`src/rtl/time_set_controller.sv`:
```
`default_nettype none
// ============================================================================
// Module      : time_set_controller
// Description : Time-setting controller for the clock display path.
//               Selects live time or the edit buffer for display, produces
//               the per-field flash vector and the 12/24-hour display mode,
//               runs the four-button edit state machine with auto-repeat
//               and inactivity timeout, and issues a one-cycle load strobe
//               to the time counter when an edit is committed.
//
// Ports       : clk          - system clock
//               rst_n        - asynchronous, active-low reset
//               btn_mode     - raw level; 12/24 toggle in RUN, abort in SET
//               btn_next     - raw level; enter edit / next field / commit
//               btn_up       - raw level; increment selected field
//               btn_down     - raw level; decrement selected field
//               cur_time     - live time {hour[20:14], min[13:7], sec[6:0]}
//               out_time     - time shown on the display
//               flash        - blink enable, [2]=hour [1]=min [0]=sec
//               display_mode - 0 = 24-hour, 1 = 12-hour
//               load         - one-cycle commit strobe
//               load_time    - value to load, valid while load = 1
//
// Revision    : 1.0 - initial release
// ============================================================================
module time_set_controller #(
   parameter int REPEAT_DELAY = 25000000,
   parameter int REPEAT_RATE  = 5000000,
   parameter int TIMEOUT      = 500000000,
   parameter int CNT_W        = 32
) (
   input  logic        clk,
   input  logic        rst_n,
   input  logic        btn_mode,
   input  logic        btn_next,
   input  logic        btn_up,
   input  logic        btn_down,
   input  logic [20:0] cur_time,
   output logic [20:0] out_time,
   output logic [2:0]  flash,
   output logic        display_mode,
   output logic        load,
   output logic [20:0] load_time
);

   // Bit positions of the buttons inside the conditioned button vectors.
   localparam int c_b_mode = 3;
   localparam int c_b_next = 2;
   localparam int c_b_up   = 1;
   localparam int c_b_down = 0;

   // Repeat counter landmarks. The counter holds at 1 on the press edge,
   // reaches c_delay REPEAT_DELAY cycles later (second step), then cycles
   // between c_delay_p1 and c_rate_end so a step fires every REPEAT_RATE.
   localparam logic [CNT_W-1:0] c_one      = CNT_W'(1);
   localparam logic [CNT_W-1:0] c_delay    = CNT_W'(REPEAT_DELAY);
   localparam logic [CNT_W-1:0] c_delay_p1 = CNT_W'(REPEAT_DELAY + 1);
   localparam logic [CNT_W-1:0] c_rate_end = CNT_W'(REPEAT_DELAY + REPEAT_RATE);
   localparam logic [CNT_W-1:0] c_to_last  = CNT_W'(TIMEOUT - 1);

   localparam logic [6:0] c_hour_max = 7'd24;
   localparam logic [6:0] c_ms_max   = 7'd60;

   typedef enum logic [1:0] {
      S_RUN  = 2'd0,
      S_HOUR = 2'd1,
      S_MIN  = 2'd2,
      S_SEC  = 2'd3
   } state_t;

   // ------------------------------------------------------------------------
   // Field arithmetic. Out-of-range captured values (e.g. minute 75) wrap to
   // 0 on increment and clamp to the maximum on decrement.
   // ------------------------------------------------------------------------
   function automatic logic [6:0] f_inc(input logic [6:0] v, input logic [6:0] m);
      return (v >= m - 7'd1) ? 7'd0 : v + 7'd1;
   endfunction

   function automatic logic [6:0] f_dec(input logic [6:0] v, input logic [6:0] m);
      return ((v == 7'd0) || (v > m - 7'd1)) ? m - 7'd1 : v - 7'd1;
   endfunction

   function automatic logic [2:0] f_flash(input state_t s);
      logic [2:0] f;
      case (s)
         S_HOUR:  f = 3'b100;
         S_MIN:   f = 3'b010;
         S_SEC:   f = 3'b001;
         default: f = 3'b000;
      endcase
      return f;
   endfunction

   // ------------------------------------------------------------------------
   // Signals
   // ------------------------------------------------------------------------
   state_t           r_state;
   state_t           w_next_state;

   logic [3:0]       w_btn_raw;
   logic [3:0]       r_sync1;
   logic [3:0]       r_sync2;
   logic [3:0]       r_sync3;
   logic [3:0]       w_rise;
   logic             w_any_rise;

   logic [20:0]      r_edit;
   logic [20:0]      w_next_edit;
   logic [6:0]       w_field;
   logic [6:0]       w_field_max;

   logic [CNT_W-1:0] r_rpt;
   logic [CNT_W-1:0] r_to;

   logic             w_set;
   logic             w_one_held;
   logic             w_updown_rise;
   logic             w_rpt_fire;
   logic             w_up_step;
   logic             w_dn_step;
   logic             w_timeout;
   logic             w_state_change;
   logic             w_commit;
   logic             w_toggle_mode;

   logic [2:0]       r_flash;
   logic             r_display_mode;
   logic             r_load;
   logic [20:0]      r_load_time;

   // ------------------------------------------------------------------------
   // Input conditioning: 2-FF synchronizer plus one delay stage for rising
   // edge detection. r_sync2 is the synchronized level used for auto-repeat.
   // ------------------------------------------------------------------------
   assign w_btn_raw  = {btn_mode, btn_next, btn_up, btn_down};
   assign w_rise     = r_sync2 & ~r_sync3;
   assign w_any_rise = |w_rise;

   always_ff @(posedge clk or negedge rst_n) begin
      if (!rst_n) begin
         r_sync1 <= '0;
         r_sync2 <= '0;
         r_sync3 <= '0;
      end else begin
         r_sync1 <= w_btn_raw;
         r_sync2 <= r_sync1;
         r_sync3 <= r_sync2;
      end
   end

   // ------------------------------------------------------------------------
   // Step qualification. Exactly one of up/down must be held; holding both
   // suppresses all stepping. A repeat step never coincides with a press
   // edge because the edge itself is the first step.
   // ------------------------------------------------------------------------
   assign w_set         = (r_state != S_RUN);
   assign w_one_held    = r_sync2[c_b_up] ^ r_sync2[c_b_down];
   assign w_updown_rise = w_rise[c_b_up] | w_rise[c_b_down];
   assign w_rpt_fire    = w_set & w_one_held & ~w_updown_rise &
                          ((r_rpt == c_delay) || (r_rpt == c_rate_end));
   assign w_up_step     = (w_rise[c_b_up] | w_rpt_fire) &
                          r_sync2[c_b_up] & ~r_sync2[c_b_down];
   assign w_dn_step     = (w_rise[c_b_down] | w_rpt_fire) &
                          r_sync2[c_b_down] & ~r_sync2[c_b_up];

   // Timeout only fires on an idle cycle; any edge would have cleared it.
   assign w_timeout      = w_set & (r_to == c_to_last) & ~w_any_rise;
   assign w_state_change = (w_next_state != r_state);

   // Currently selected field and its modulus.
   always_comb begin
      w_field     = r_edit[6:0];
      w_field_max = c_ms_max;
      case (r_state)
         S_HOUR: begin
            w_field     = r_edit[20:14];
            w_field_max = c_hour_max;
         end
         S_MIN:   w_field = r_edit[13:7];
         default: w_field = r_edit[6:0];
      endcase
   end

   // ------------------------------------------------------------------------
   // Next-state and edit-buffer logic. Priority: mode > next > up/down.
   // ------------------------------------------------------------------------
   always_comb begin
      w_next_state  = r_state;
      w_next_edit   = r_edit;
      w_commit      = 1'b0;
      w_toggle_mode = 1'b0;

      if (r_state == S_RUN) begin
         if (w_rise[c_b_mode]) begin
            w_toggle_mode = 1'b1;
         end else if (w_rise[c_b_next]) begin
            // Snapshot live time; later cur_time changes do not reach edit.
            w_next_edit  = cur_time;
            w_next_state = S_HOUR;
         end
      end else begin
         if (w_rise[c_b_mode] || w_timeout) begin
            w_next_state = S_RUN;
         end else if (w_rise[c_b_next]) begin
            case (r_state)
               S_HOUR:  w_next_state = S_MIN;
               S_MIN:   w_next_state = S_SEC;
               default: begin
                  w_next_state = S_RUN;
                  w_commit     = 1'b1;
               end
            endcase
         end else if (w_up_step || w_dn_step) begin
            case (r_state)
               S_HOUR:  w_next_edit[20:14] = w_up_step ? f_inc(w_field, w_field_max)
                                                        : f_dec(w_field, w_field_max);
               S_MIN:   w_next_edit[13:7]  = w_up_step ? f_inc(w_field, w_field_max)
                                                        : f_dec(w_field, w_field_max);
               default: w_next_edit[6:0]   = w_up_step ? f_inc(w_field, w_field_max)
                                                        : f_dec(w_field, w_field_max);
            endcase
         end
      end
   end

   always_ff @(posedge clk or negedge rst_n) begin
      if (!rst_n) begin
         r_state <= S_RUN;
      end else begin
         r_state <= w_next_state;
      end
   end

   // ------------------------------------------------------------------------
   // Auto-repeat and inactivity counters.
   // ------------------------------------------------------------------------
   always_ff @(posedge clk or negedge rst_n) begin
      if (!rst_n) begin
         r_rpt <= '0;
      end else if (!w_set || !w_one_held || w_state_change) begin
         r_rpt <= '0;
      end else if (w_updown_rise) begin
         r_rpt <= c_one;
      end else if (r_rpt == c_rate_end) begin
         r_rpt <= c_delay_p1;
      end else begin
         r_rpt <= r_rpt + c_one;
      end
   end

   always_ff @(posedge clk or negedge rst_n) begin
      if (!rst_n) begin
         r_to <= '0;
      end else if (w_any_rise || w_state_change || !w_set) begin
         r_to <= '0;
      end else begin
         r_to <= r_to + c_one;
      end
   end

   // ------------------------------------------------------------------------
   // Edit buffer and registered outputs.
   // ------------------------------------------------------------------------
   always_ff @(posedge clk or negedge rst_n) begin
      if (!rst_n) begin
         r_edit         <= '0;
         r_flash        <= 3'b000;
         r_display_mode <= 1'b0;
         r_load         <= 1'b0;
         r_load_time    <= '0;
      end else begin
         r_edit  <= w_next_edit;
         r_flash <= f_flash(w_next_state);
         r_load  <= w_commit;
         if (w_toggle_mode) begin
            r_display_mode <= ~r_display_mode;
         end
         if (w_commit) begin
            r_load_time <= r_edit;
         end
      end
   end

   assign out_time     = (r_state == S_RUN) ? cur_time : r_edit;
   assign flash        = r_flash;
   assign display_mode = r_display_mode;
   assign load         = r_load;
   assign load_time    = r_load_time;

endmodule
`default_nettype wire

```
`config.mk`:
```
export PLATFORM = sky130hd
export DESIGN_NAME = time_set_controller
export DESIGN_NICKNAME = d
export VERILOG_FILES = /design/src/rtl/time_set_controller.sv
export SDC_FILE = /design/constraint.sdc
export NUM_CORES = 1
export LEC_CHECK = 0
export CORE_UTILIZATION = 25
export CTS_BUF_LIST = sky130_fd_sc_hd__clkbuf_4 sky130_fd_sc_hd__clkbuf_8
export DETAILED_ROUTE_END_ITERATION = 6
export GPL_TIMING_DRIVEN = 0
export HOLD_SLACK_MARGIN = 0.06
export SETUP_SLACK_MARGIN = 0.3
export SYNTH_ARGS = -nofsm -noshare
export SYNTH_HDL_FRONTEND = slang
export SYNTH_SLANG_ARGS = --single-unit
```
`constraint.sdc`:
```
create_clock -name clk -period 3.55 [get_ports clk]
set_input_delay 0.71 -clock clk [delete_from_list [all_inputs] [get_ports clk]]
set_output_delay 0.71 -clock clk [all_outputs]
set_load 0.02 [all_outputs]
```
==> impl_results.md <==
* Final hold viol count at 0
* Routed wire length per instance at 15.2 um
* Mean Syn Cell Area at 9.72 sq um
* Post-synth EDFFs at 0
* Multi-input gate area at 3520 sq um
* CTS Sinks at 125
* Worst-Skew Late Latency at 0.45 ns
* Rel. slew slack at 53.4%
* Worst reg2reg path depth at 14
* First-iteration detailed-routing DRC count at 377
* Buffers on Ports at 73
* Tcrit/Tclk final at 90.6%
* CTS tree: done
* Die Height at 166 um
* CP Launch Type: register
* Standard-cell rows at 59
* CP max FO at 9
* HPWL Detailed at 12100 um
* Setup crit end kind: register
* Gr usage total at 13.1%
* Initial antenna violation count at 0
* Root buf cell: clkbuf_8
* Maximum clock insertion buffer count at 2
* Clock-pin transition on the worst setup and hold timing paths at 0.08 ns
* Worst Skew at 0.0107 ns
* I/O Pins at 74
* Critical path arrival at 3.59 ns
* Post-synth net total at 728
* Cts bufs inserted at 17
* N_diodes at 0
* Vias at 5452
* Ys flop type: dfrtp_1
* DRT Wirelength at 17400 um
* H-tree depth at 4
* P&R area growth vs syn at 31.1%
* Delay of the slowest cell on the worst path at 0.39 ns
* Post-synthesis cell type count at 63
* Worst path bufs/invs at 2
* Maxcap violations at 0
* Hold WS at 0.202 ns
* Layout cell share with drive strength beyond 1 at 18.4%
* Mapped cell area at 6690 sq um
* Pwr/cell area at 855 nW/um^2
* Maximum vdd drop at 0.000444 V
* CP max stage cell: dfrtp_1
* Status: finished, violations left
* Die width at 166 um
* Yosys warning count at 0
* First-pass iteration count of the detailed router at 7
* Nets at 837
* GR Overflow Total at 0
* # placed instances at 1097
* Unrepaired setup endpoints after global routing: yes
* Largest net degree at the start of global routing at 76
* Final worst path period need at 3.22 ns
* Core Box Area at 26100 sq um
* F_max at 311 MHz
* Worst-Margin Slew at 0.699 ns
* Critical path type: reg2reg
* Final max-slew violation count at 0
* Die area at 27400 sq um
* Final GP Congestion at 0.898
* Cell repeated most along the worst path: a22oi_2
* Mapped Cells at 688
* Antenna Nets Post-Route at 0
* Register area at 3130 sq um
* Stages on worst setup path at 14
* Crit-path cells: inv_2 -> ha_2 -> buf_8 -> a22oi_2 -> a21oi_4 -> ha_4 -> o21ai_1 -> a211o_1 -> a32o_2 -> a32oi_4 -> nor3_4 -> a22oi_2 -> nand4_1 -> a31oi_1
* Register area share after synthesis at 46.8%
* Yosys reg bits at 125
* Non-Filler Instances at 1145
* Delay-heaviest family, CP: compound AO/OA/AOI/OAI gates
* Vias/cell at 4.76
* Starting density of the core at 25.6%
* Filler cells at 2685
* First-pass GRT wire length at 27800 um
* DRC viols at 10
* Number of global-route vias before repair at 5191
* Ys async rst share at 100%
* Cts hold-fix bufs at 0
* Leakage power at 0.00367 uW
* Hold/Removal Path Class: in2async
* Final setup viols at 0
* Failing checks: DRC
* Req. time, crit path at 3.92 ns
per-layer routing:
layer	GRT usage, %	share of wire, %	routed length [um]
met1	18.6	48	8280
met2	18.7	44	7620
met3	3.32	6.5	1140
met4	5.74	2.1	366
met5	0	0	0
what timing repair did:
| action | in CTS | in global routing |
|---|---|---|
| setup endpoints to repair | 42 | 77 |
| gates resized for setup | 50 | 49 |
| gates cloned | 0 | 0 |
| pin swaps | 8 | 18 |
| setup buffers | 4 | 12 |
path summary, 6_finish.rpt:
check,slack [ns],from,to
worst max-delay path,0.33,r_state[0],r_edit[3]
worst min-delay path,0.20,rst_n,r_to[14]
worst min register to register,0.35,r_sync1[2],r_sync2[2]
worst max register to register,0.33,r_state[0],r_edit[3]
min in group clk,0.35,r_sync1[2],r_sync2[2]
max in group asynchronous,2.61,rst_n,r_state[1]
registers in the layout, indices dropped and copies added, names as in the netlist:
signal        flops
r_rpt            32
r_to             32
load_time        21
r_edit           21
r_sync1           4
r_sync2           4
r_sync3           4
flash             3
r_state           2
display_mode      1
load              1
layout by cell type, fill, tap and decap left out, drive strengths merged, types with 5 or more instances in the layout:
cell,count
a211oi,5
a21o,9
a21oi,33
a22oi,8
a31oi,7
and2,6
and3,19
buf,33
clkbuf,30
clkdlybuf4s50,55
clkinv,7
dfrtp,125
dlymetal6s2s,15
ha,13
inv,36
mux2,26
nand2,57
nand2b,5
nand3,27
nand4,18
nor2,100
nor2b,9
nor3,7
nor4b,7
o21ai,26
xnor2,29
xor2,39
logic make-up after synthesis:
family | Yosys count | share of synthesized area (%)
buffers and inverters | 60 | 4.17
and+or+nand+nor | 280 | 22.0
xor gates and xnor gates | 68 | 8.90
muxes | 27 | 4.53
AOI/OAI and AO/OA | 115 | 11.2
adders and majority gates | 13 | 2.43
DFF | 125 | 46.8
synthesized netlist by cell type (6+ instances only):
cell type,n,share of area (%)
o21ai_0,25,1.9
nor2_4,9,1.5
xor2_1,39,5.1
a22oi_1,8,0.90
nor2b_1,9,0.84
buf_2,6,0.45
inv_1,31,1.7
and3_1,19,1.8
ha_1,13,2.4
a21oi_1,33,2.5
nor4b_1,7,0.92
a21o_1,9,1.0
and2_1,6,0.56
a31oi_1,6,0.56
xnor2_1,29,3.8
clkbuf_1,15,0.84
nand4_1,17,1.6
nor3_1,7,0.52
nand2_1,57,3.2
nand3_1,27,2.0
dfrtp_1,125,47
mux2_2,26,4.4
nor2_1,90,5.0
layout make-up:
| cell class | instances | area share (%) |
|---|---|---|
| Multi-Input combinational cell | 503 | 40.2 |
| Sequential cell | 125 | 35.7 |
| Timing Repair Buffer | 90 | 10.5 |
| Tap cell | 335 | 4.78 |
| Buffer | 28 | 2.94 |
| Clock buffer | 17 | 2.67 |
| Clock inverter | 15 | 1.87 |
| Inverter | 32 | 1.41 |
report_power, final:
group	internal [uW]	switching, uW	leakage, uW
clock	636	642	0.000203
sequential	1700	242	0.00162
combinational	1880	2400	0.00184
per-stage QoR:
step                utilization [%]  area, sq um  TNS [ns]  power (uW)  setup slack (ns)
floorplan                         -         6700         0        4140             0.399
global placement               30.0         7850   -421.78        5400             -3.32
detailed placement             30.1         7870     -7.81        5420            -0.508
CTS                            32.6         8520         0        7150             0.301
global route                   33.6         8770         0        7980             0.195
finish                         33.6         8770         0        7500             0.334
worst reg2reg max path: stages, from the launching register on:
cell and delay [ns]:
dfrtp_1 0.39, inv_2 0.09, ha_2 0.20, buf_8 0.14, a22oi_2 0.24, a21oi_4 0.13, ha_4 0.31, o21ai_1 0.07
a211o_1 0.25, a32o_2 0.26, a32oi_4 0.27, nor3_4 0.11, a22oi_2 0.22, nand4_1 0.24, a31oi_1 0.23
Note: power is estimated with default switching activity, not from simulation.
